$ cat config.mk
export PLATFORM = sky130hd
export DESIGN_NAME = fetch_unit
export DESIGN_NICKNAME = d
export VERILOG_FILES = /design/src/rtl/mips_pkg.sv /design/src/rtl/fetch_queue.sv /design/src/rtl/fetch_unit.sv
export SDC_FILE = /design/constraint.sdc
export NUM_CORES = 1
export LEC_CHECK = 0
export ABC_AREA = 1
export BUFFER_PORTS_ARGS = -buffer_cell sky130_fd_sc_hd__buf_2
export CAP_MARGIN = 10
export CORE_MARGIN = 5
export CORE_UTILIZATION = 25
export CTS_CLUSTER_SIZE = 24
export DETAILED_ROUTE_END_ITERATION = 10
export REMOVE_ABC_BUFFERS = 1
export SLEW_MARGIN = 20
export SYNTH_ARGS = -nofsm -noshare
export SYNTH_HDL_FRONTEND = slang
export SYNTH_HIERARCHICAL = 1
export SYNTH_SLANG_ARGS = --single-unit
$ cat constraint.sdc
create_clock -name clk -period 3 [get_ports clk]
set_input_delay 0.45 -clock clk [delete_from_list [all_inputs] [get_ports clk]]
set_output_delay 0.45 -clock clk [all_outputs]
set_load 0.01 [all_outputs]
$ cat src/rtl/mips_pkg.sv
// mips_pkg: shared fetch parameters, fetch-queue entry record and fetch FSM state type
package mips_pkg;
  localparam logic [31:0] RESET_PC = 32'h0000_0000;
  localparam int FQ_DEPTH = 2;
  typedef struct packed {
    logic [31:0] instr;
    logic [31:0] pc_plus_four;
  } fetch_entry_t;
  typedef enum logic {RUN = 1'b0, FLUSH = 1'b1} fetch_state_t;
endpackage

$ cat src/rtl/fetch_queue.sv
// fetch_queue: DEPTH-entry synchronous FIFO with flush; head is the oldest entry
// ports: push_i/entry_i write, pop_i retires head, flush_i empties (wins over push/pop),
//        count_o occupancy, head_o oldest entry (zero after reset)
module fetch_queue import mips_pkg::*; #(
  parameter int DEPTH = FQ_DEPTH,
  parameter type T = fetch_entry_t
) (
  input  logic                         clk,
  input  logic                         rst_n,
  input  logic                         push_i,
  input  T                             entry_i,
  input  logic                         pop_i,
  input  logic                         flush_i,
  output logic [$clog2(DEPTH+1)-1:0]   count_o,
  output T                             head_o
);
  localparam int IW = DEPTH > 1 ? $clog2(DEPTH) : 1;
  localparam int CW = $clog2(DEPTH + 1);
  T mem_q [DEPTH];
  logic [IW-1:0] rd_q, wr_q;
  logic [CW-1:0] cnt_q;
  logic do_push, do_pop;
  function automatic logic [IW-1:0] nxt(input logic [IW-1:0] p);
    return p == IW'(DEPTH - 1) ? '0 : p + 1'b1;
  endfunction
  assign do_push = push_i & ~flush_i;
  assign do_pop = pop_i & ~flush_i & (cnt_q != '0);
  assign count_o = cnt_q;
  assign head_o = mem_q[rd_q];
  always_ff @(posedge clk or negedge rst_n) begin
    if (!rst_n) begin
      rd_q <= '0;
      wr_q <= '0;
      cnt_q <= '0;
      for (int i = 0; i < DEPTH; i++) mem_q[i] <= '0;
    end else if (flush_i) begin
      rd_q <= '0;
      wr_q <= '0;
      cnt_q <= '0;
    end else begin
      if (do_push) begin
        mem_q[wr_q] <= entry_i;
        wr_q <= nxt(wr_q);
      end
      if (do_pop) rd_q <= nxt(rd_q);
      cnt_q <= cnt_q + CW'(do_push) - CW'(do_pop);
    end
  end
endmodule

$ cat src/rtl/fetch_unit.sv
// fetch_unit: in-order instruction fetch with bounded in-flight requests and redirect flush
// ports: redirect_valid/redirect_pc from EX; imem_req/imem_addr issue, imem_rvalid/imem_rdata
//        in-order responses; ifid_valid/ifid_instr/ifid_pc_plus_four head entry, ifid_ready accept
module fetch_unit #(
  parameter logic [31:0] RESET_PC = mips_pkg::RESET_PC,
  parameter int FQ_DEPTH = mips_pkg::FQ_DEPTH
) (
  input  logic        clk,
  input  logic        rst_n,
  input  logic        redirect_valid,
  input  logic [31:0] redirect_pc,
  output logic        imem_req,
  output logic [31:0] imem_addr,
  input  logic        imem_rvalid,
  input  logic [31:0] imem_rdata,
  output logic        ifid_valid,
  output logic [31:0] ifid_instr,
  output logic [31:0] ifid_pc_plus_four,
  input  logic        ifid_ready
);
  import mips_pkg::*;
  localparam int CW = $clog2(FQ_DEPTH + 1);
  logic [31:0] pc_q, pc_d, inflight;
  logic [CW-1:0] stale_q, stale_d, count, outst;
  fetch_state_t state_q, state_d;
  fetch_entry_t head, rsp;
  logic en_q, pop, issue, accept;
  assign pop = ifid_valid & ifid_ready;
  // en_q holds requests off until the first edge after reset release
  assign issue = en_q & ~redirect_valid &
                 (({1'b0, outst} + {1'b0, count} - {{CW{1'b0}}, pop}) < (CW+1)'(FQ_DEPTH));
  // responses during a redirect or while stale fetches drain never enter the queue
  assign accept = imem_rvalid & ~redirect_valid & (state_q == RUN);
  assign rsp = '{instr: imem_rdata, pc_plus_four: inflight};
  assign imem_req = issue;
  assign imem_addr = pc_q;
  assign ifid_valid = count != '0;
  assign ifid_instr = head.instr;
  assign ifid_pc_plus_four = head.pc_plus_four;
  always_comb begin
    pc_d = redirect_valid ? (redirect_pc & ~32'd3) : issue ? pc_q + 32'd4 : pc_q;
    stale_d = redirect_valid ? outst - CW'(imem_rvalid) : stale_q - CW'(imem_rvalid && state_q == FLUSH);
    state_d = stale_d != '0 ? FLUSH : RUN;
  end
  always_ff @(posedge clk or negedge rst_n) begin
    if (!rst_n) begin
      pc_q <= RESET_PC;
      stale_q <= '0;
      state_q <= RUN;
      en_q <= 1'b0;
    end else begin
      pc_q <= pc_d;
      stale_q <= stale_d;
      state_q <= state_d;
      en_q <= 1'b1;
    end
  end
  // in-flight fetch addresses (+4) in issue order; its occupancy is the outstanding count
  fetch_queue #(.DEPTH(FQ_DEPTH), .T(logic [31:0])) u_afq (
    .clk(clk), .rst_n(rst_n), .push_i(issue), .entry_i(pc_q + 32'd4), .pop_i(imem_rvalid),
    .flush_i(1'b0), .count_o(outst), .head_o(inflight)
  );
  fetch_queue #(.DEPTH(FQ_DEPTH), .T(fetch_entry_t)) u_ifq (
    .clk(clk), .rst_n(rst_n), .push_i(accept), .entry_i(rsp), .pop_i(pop),
    .flush_i(redirect_valid), .count_o(count), .head_o(head)
  );
endmodule
; ---- Word level (Yosys, flattened, before mapping)
; Cells that the tools add are included.
[op_classes]
magnitude_cmp = 7
n_reduce_logical = 10
n_mux = 25
bitwise_logic = 15
n_addsub = 13
[op_table]
columns = op, count
row1 = $mux W64, 4
row2 = $mux W32, 6
row3 = $bwmux W128, 1
row4 = $bwmux W64, 1
row5 = $demux W64 S1, 1
row6 = $add A32 B3 Y32 const B, 1
row7 = $demux W32 S1, 1
row8 = $reduce_bool A2 Y1, 6
row9 = $and A1 B1 Y1, 9
row10 = $mux W1, 9
row11 = $ge A2 B2 Y1 const B, 4
row12 = $not A1 Y2, 4
row13 = $sub A2 B1 Y2, 4
row14 = $add A1 B1 Y1 const B, 4
row15 = $add A2 B1 Y2, 2
row16 = $lt A2 B1 Y1 const B, 2
row17 = $mux W2, 2
row18 = $add A2 B2 Y3, 1
row19 = $logic_and A1 B1 Y1, 3
row20 = $lt A3 B2 Y1 const B, 1
row21 = $sub A3 B1 Y3, 1
row22 = $not A1 Y1, 2
row23 = $reduce_and A2 Y1, 1
[totals]
ff_bits = 236
in_bits = 69
elab_cells = 86
output_inout_bits = 98

; ---- Longest topological paths before layout
[logic_depth]
ltp_word = 7
depth_mapped = 16
mapped_depth_nobuf = 15

; ---- Cells and area by module
; The synthesis kept the hierarchy.
[modules_own_cells]
columns = module, n_inst, area_each_um2, cells_per_inst, seq_area_each_um2
row1 = fetch_queue at u_ifq, 1, 6317.3, 714, 3303.2
row2 = fetch_queue at u_afq, 1, 3174.3, 372, 1701.6
row3 = fetch_unit, 1, 2621.3, 402, 850.8

; ---- Least setup slack after synthesis
; No wires, ideal clock.
[synth_timing]
kind = reg-to-reg
start = register u_ifq.cnt_q[1], in the netlist u_ifq/count_o[1]
end = register u_afq.cnt_q[1], in the netlist u_afq/count_o[1]
t_required_ps = 2881
stages_incl_launch_ff = 16
path_buffers = 1
path_slack_ps = 63
period_less_slack_ps = 2937
arrival_time_ps = 2818
setup_ps = 119
cell_sequence = dfrtp_1 o21a_1 ha_1 or2_2 fa_1 nand2_1 nor2_1 nand2_1 inv_1 buf_2 nand2_1 ha_1 inv_1 ha_1 a21oi_1 nor2_1
[synth_between]
elab_chain_len = 7
word_cells_on_any_way = 8
classes_between = add/sub: 4 / order compare: 1 / bitwise: 2 / reduce/logical: 1
[synth_rtl]
columns = element, line_no
row1 = "start, declared", fetch_queue.sv:21  ; logic [CW-1:0] cnt_q;
row2 = "start signal, assigned", fetch_queue.sv:46  ; cnt_q <= cnt_q + CW'(do_push) - CW'(do_pop);
row3 = $reduce_bool A2 Y1, fetch_unit.sv:37  ; assign ifid_valid = count != '0;
row4 = $and A1 B1 Y1, fetch_unit.sv:28  ; assign pop = ifid_valid & ifid_ready;
row5 = net pop, fetch_unit.sv:27  ; logic en_q, pop, issue, accept;
row6 = $sub A3 B1 Y3, fetch_unit.sv:31  ; (({1'b0, outst} + {1'b0, count} - {{CW{1'b0}}, pop}) < (CW+1)'(FQ_DEPTH));
row7 = $lt A3 B2 Y1, fetch_unit.sv:31
row8 = $and A1 B1 Y1, fetch_unit.sv:30  ; assign issue = en_q & ~redirect_valid &
row9 = net imem_req, fetch_unit.sv:12  ; output logic imem_req,
row10 = $add A2 B1 Y2, fetch_queue.sv:46
row11 = $sub A2 B1 Y2, fetch_queue.sv:46
row12 = "end signal, assigned", fetch_queue.sv:46
row13 = "end, declared", fetch_queue.sv:21
; The timed path passes the listed nets, and every way through them passes these cells.
; A chain may end at the register's enable or synchronous reset.

; ---- Final worst setup path
[layout_timing]
start = register u_ifq.cnt_q[1], in the netlist u_ifq/count_o[1]
end = output port imem_req
[layout_between]
elab_chain_len = 5
word_cells_on_any_way = 6
classes_between = add/sub: 2 / order compare: 1 / bitwise: 2 / reduce/logical: 1
[layout_rtl]
columns = element, line_no
row1 = $reduce_bool A2 Y1, fetch_unit.sv:37
row2 = $and A1 B1 Y1, fetch_unit.sv:28
row3 = net pop, fetch_unit.sv:27
row4 = $sub A3 B1 Y3, fetch_unit.sv:31
row5 = $lt A3 B2 Y1, fetch_unit.sv:31
row6 = $and A1 B1 Y1, fetch_unit.sv:30
row7 = "end, declared", fetch_unit.sv:12
; The timed path passes the listed nets, and every way through them passes these cells.

==> flow_summary.toml <==
[synth]
netlist_instances = 1488
ys_ff_latch = 234
yosysSeqAreaShare_pct = 48.3
ys.warnings.count = 6
avgSynthCellArea_um2 = 8.14
synth_area_leaders = "dfrtp_1 (48%), nand2_1 (21%), o21ai_2 (10%)"
yosysTopAreaCell = "dfrtp_1"
synth_top_area_share_pct = 48.3
synthDistinctLibCells = 39
syn-cell-area_um2 = 12100

[finish]
area_delta_synth_final_pct = 19.2
drive_gt1_share_pct = 24.9
fin_nets = 1721
postLayoutCellArea_um2 = 14400
diodes = 0
fillers = 5088
final_cells = 2276

[clocking]
htreeDepth = 1
path_clk_slew_ns = 0.06
clockBufferDepth = 3
cts_made_buffers = 28
cts_tree = "yes"
clockRootBuffer = "clkbuf_16"
clk-insertion-delay-late_ns = 0.54
cts_sinks = 234

[power_and_ir_drop]
p_leak_uw = 0.00764
powerDensity_nw_per_um2 = 820
vdd_ir_drop_max_mv = 0.380

[min_path]
min_path_type = "input pin to register"

[grt]
antenna_found_initial = 1
grt_usage_pct = 12.3
gr-total-overflow = 0
grt_pass1_vias = 9503
grt_pass1_wl_um = 52600
grt_max_degree = 130

[setup_path]
critPathKind = "register to primary output"
worst-path-max-fanout = 3
slowest_stage = "fa_1"
slowest_delay_ns = 0.47
crit_path_start_kind = "register"
worstPathArrival_ns = 2.64
cp.required_ns = 2.55
path_buf_inv = 3
crit_family = "adder cells"
path_cells = "o21a_1 > ha_1 > or2_4 > fa_1 > nand2_1 > nor2_1 > nand2_1 > inv_2 > buf_6 > buf_6"
worstSetupEndpointType = "primary output"

[timing]
worstMarginPinSlew_ns = 0.927
skew_ns = 0.00879
holdWs_ns = 0.151
worst_slack_ns = -0.0857
rsz0062_at_grt = "true"
hold_viol_final = 0
slew_viol_final = 0
finalSetupViolCount = 1
max_freq_mhz = 324
relSlewSlack_pct = 38.2
period_minus_slack_ns = 3.09
finalCritPeriodShare_pct = 103

[place]
dp.cells = 2220
numPortBuffers = 162
dp_hpwl_um = 22400
place_ws_ns = 0.137
placed_area_um2 = 13400
gp_congestion = 0.795

[routing]
dr.first_iter.drc_count = 519
drc = 0
antenna_left = 0
drt-total-wl_um = 33100
drtPass1Iterations = 6
vias = 9639
vias_per_cell = 4.24
wire_per_inst_um = 14.5

[run]
cap_violations = 0

[outcome]
violations = "negative setup slack"
status = "complete, but fails checks"

[floorplan]
die_width_um = 230
die_y_um = 230
die-area_um2 = 53000
rows = 80
core_um2 = 47800
initial_utilization_pct = 25.3
ioPinCount = 167
## metrics by stage
| step | total power (uW) | utilization (%) | setup TNS, ns |
|---|---|---|---|
| 2_1_floorplan | 7170 | - | -79.91 |
| 3_3_place_gp | 8370 | 28.1 | 0 |
| 3_5_place_dp | 8520 | 28.1 | 0 |
| 4_1_cts | 12100 | 30.2 | -0.183 |
| 5_1_grt | 12700 | 30.2 | -0.236 |
| 6_report | 11800 | 30.2 | -0.0857 |
## where the power goes
part	total, uW	internal [uW]	switching, uW
Combinational	3590	1430	2160
Sequential	4830	4200	626
Clock	3430	2110	1310
Total	11800	7740	4100
## synthesized netlist by cell type
cell type,n
xor2_2,6
buf_4,2
buf_12,1
o21ai_0,16
or2_2,2
nand3_2,2
nand3_1,19
nor2_8,1
nand2_2,11
and2_1,2
dfrtp_1,234
nor2_2,3
nand3b_2,1
nand2_1,692
nand3b_1,7
clkbuf_1,8
o21ai_1,43
inv_2,2
nand4_1,2
buf_6,30
xnor2_1,5
mux2i_1,1
nand3b_4,1
a21oi_1,2
fa_1,1
a31oi_1,1
conb_1,2
nor2_1,38
clkbuf_2,1
o21ai_2,140
buf_8,2
xor2_1,7
nor2_4,7
o21a_1,1
ha_1,9
buf_2,30
o211ai_1,2
inv_1,153
nand2_4,1
## worst reg2reg max path: stages, from the launching register on
cell and delay (ns):
dfrtp_1 0.38, o21a_1 0.22, ha_1 0.28, or2_4 0.23
fa_1 0.47, nand2_1 0.05, nor2_1 0.09, nand2_1 0.09
inv_2 0.08, buf_4 0.11, nand2_2 0.04, ha_1 0.26
inv_1 0.06, ha_2 0.19, nand3_2 0.07, nand2_1 0.07
nor2_1 0.04
## cells in the final DEF (no fill, tap or decap), drive strengths merged
cell           n
bufinv         3
o21a           1
nand3b         9
mux2i          1
dfrtp        234
ha             9
a31oi          1
a21oi          2
conb           9
clkinv         4
and2           2
nand3         21
nand4          2
buf          190
clkbuf        42
or2            2
nor2          49
xnor2          5
o211ai         2
fa             1
nand2        704
o21ai        199
dlygate4sd3    1
xor2          13
inv          155
## timing repair
item / in CTS / in global routing
hold endpoints to repair: 66 / 0
resized for setup: 5 / 4
endpoints found under the setup margin: 1 / 3
setup buffers: 7 / 2
hold buffers: 1 / 0
pin swaps: 5 / 5
## sequential cells by signal, indices dropped and copies added (netlist names), 2 cells and up
signal	cells
imem_addr	30
u_afq/mem_q	64
stale_q	2
u_afq/count_o	2
u_ifq/count_o	2
u_ifq/mem_q	128
## worst paths after layout
check / start / endpoint / slack [ns] / depth (start not counted)
max reg2reg: u_ifq/count_o[1]$_DFF_PN0_ / u_afq/count_o[1]$_DFF_PN0_ / 0.17 / 16
min in group asynchronous: rst_n / u_afq/mem_q[4]$_DFFE_PN0P_ / 0.42 / 2
min reg2reg: u_ifq/mem_q[106]$_DFFE_PN0P_ / u_ifq/mem_q[106]$_DFFE_PN0P_ / 0.48 / 2
max in group asynchronous: rst_n / imem_addr[18]$_DFFE_PN0P_ / 1.71 / 3
min: redirect_pc[4] / imem_addr[4]$_DFFE_PN0P_ / 0.15 / 3
max: u_ifq/count_o[1]$_DFF_PN0_ / imem_req / -0.09 / 10
## cell families after synthesis
group                      Yosys count  share of synthesized area [%]
AOI/OAI and AO/OA                  205                           12.9
xor gates and xnor gates            18                           1.67
adders and majority gates           10                           1.09
buffers and inverters              229                           9.66
DFF                                234                           48.3
muxes                                1                         0.0826
other                                2                         0.0620
and+or+nand+nor                    789                           26.2
## cell type report
| cell class | instances | area (um2) | share of cell area [%] |
|---|---|---|---|
| tap | 615 | 769 | 5.33 |
| clock buffer | 42 | 815 | 5.64 |
| inverter | 155 | 582 | 4.03 |
| multi-input combinational | 1032 | 5150 | 35.6 |
| clock inverter | 7 | 110 | 0.762 |
| timing repair buffer | 191 | 1160 | 8.06 |
| sequential | 234 | 5860 | 40.6 |
## per-layer routing
metal	share of wire [%]	global-route usage [%]
met5	0	0
met4	1.9	3.18
met3	6.2	3.06
met2	48	20.4
met1	44	16.1
No activity file was read; power rests on OpenSTA's default activity.
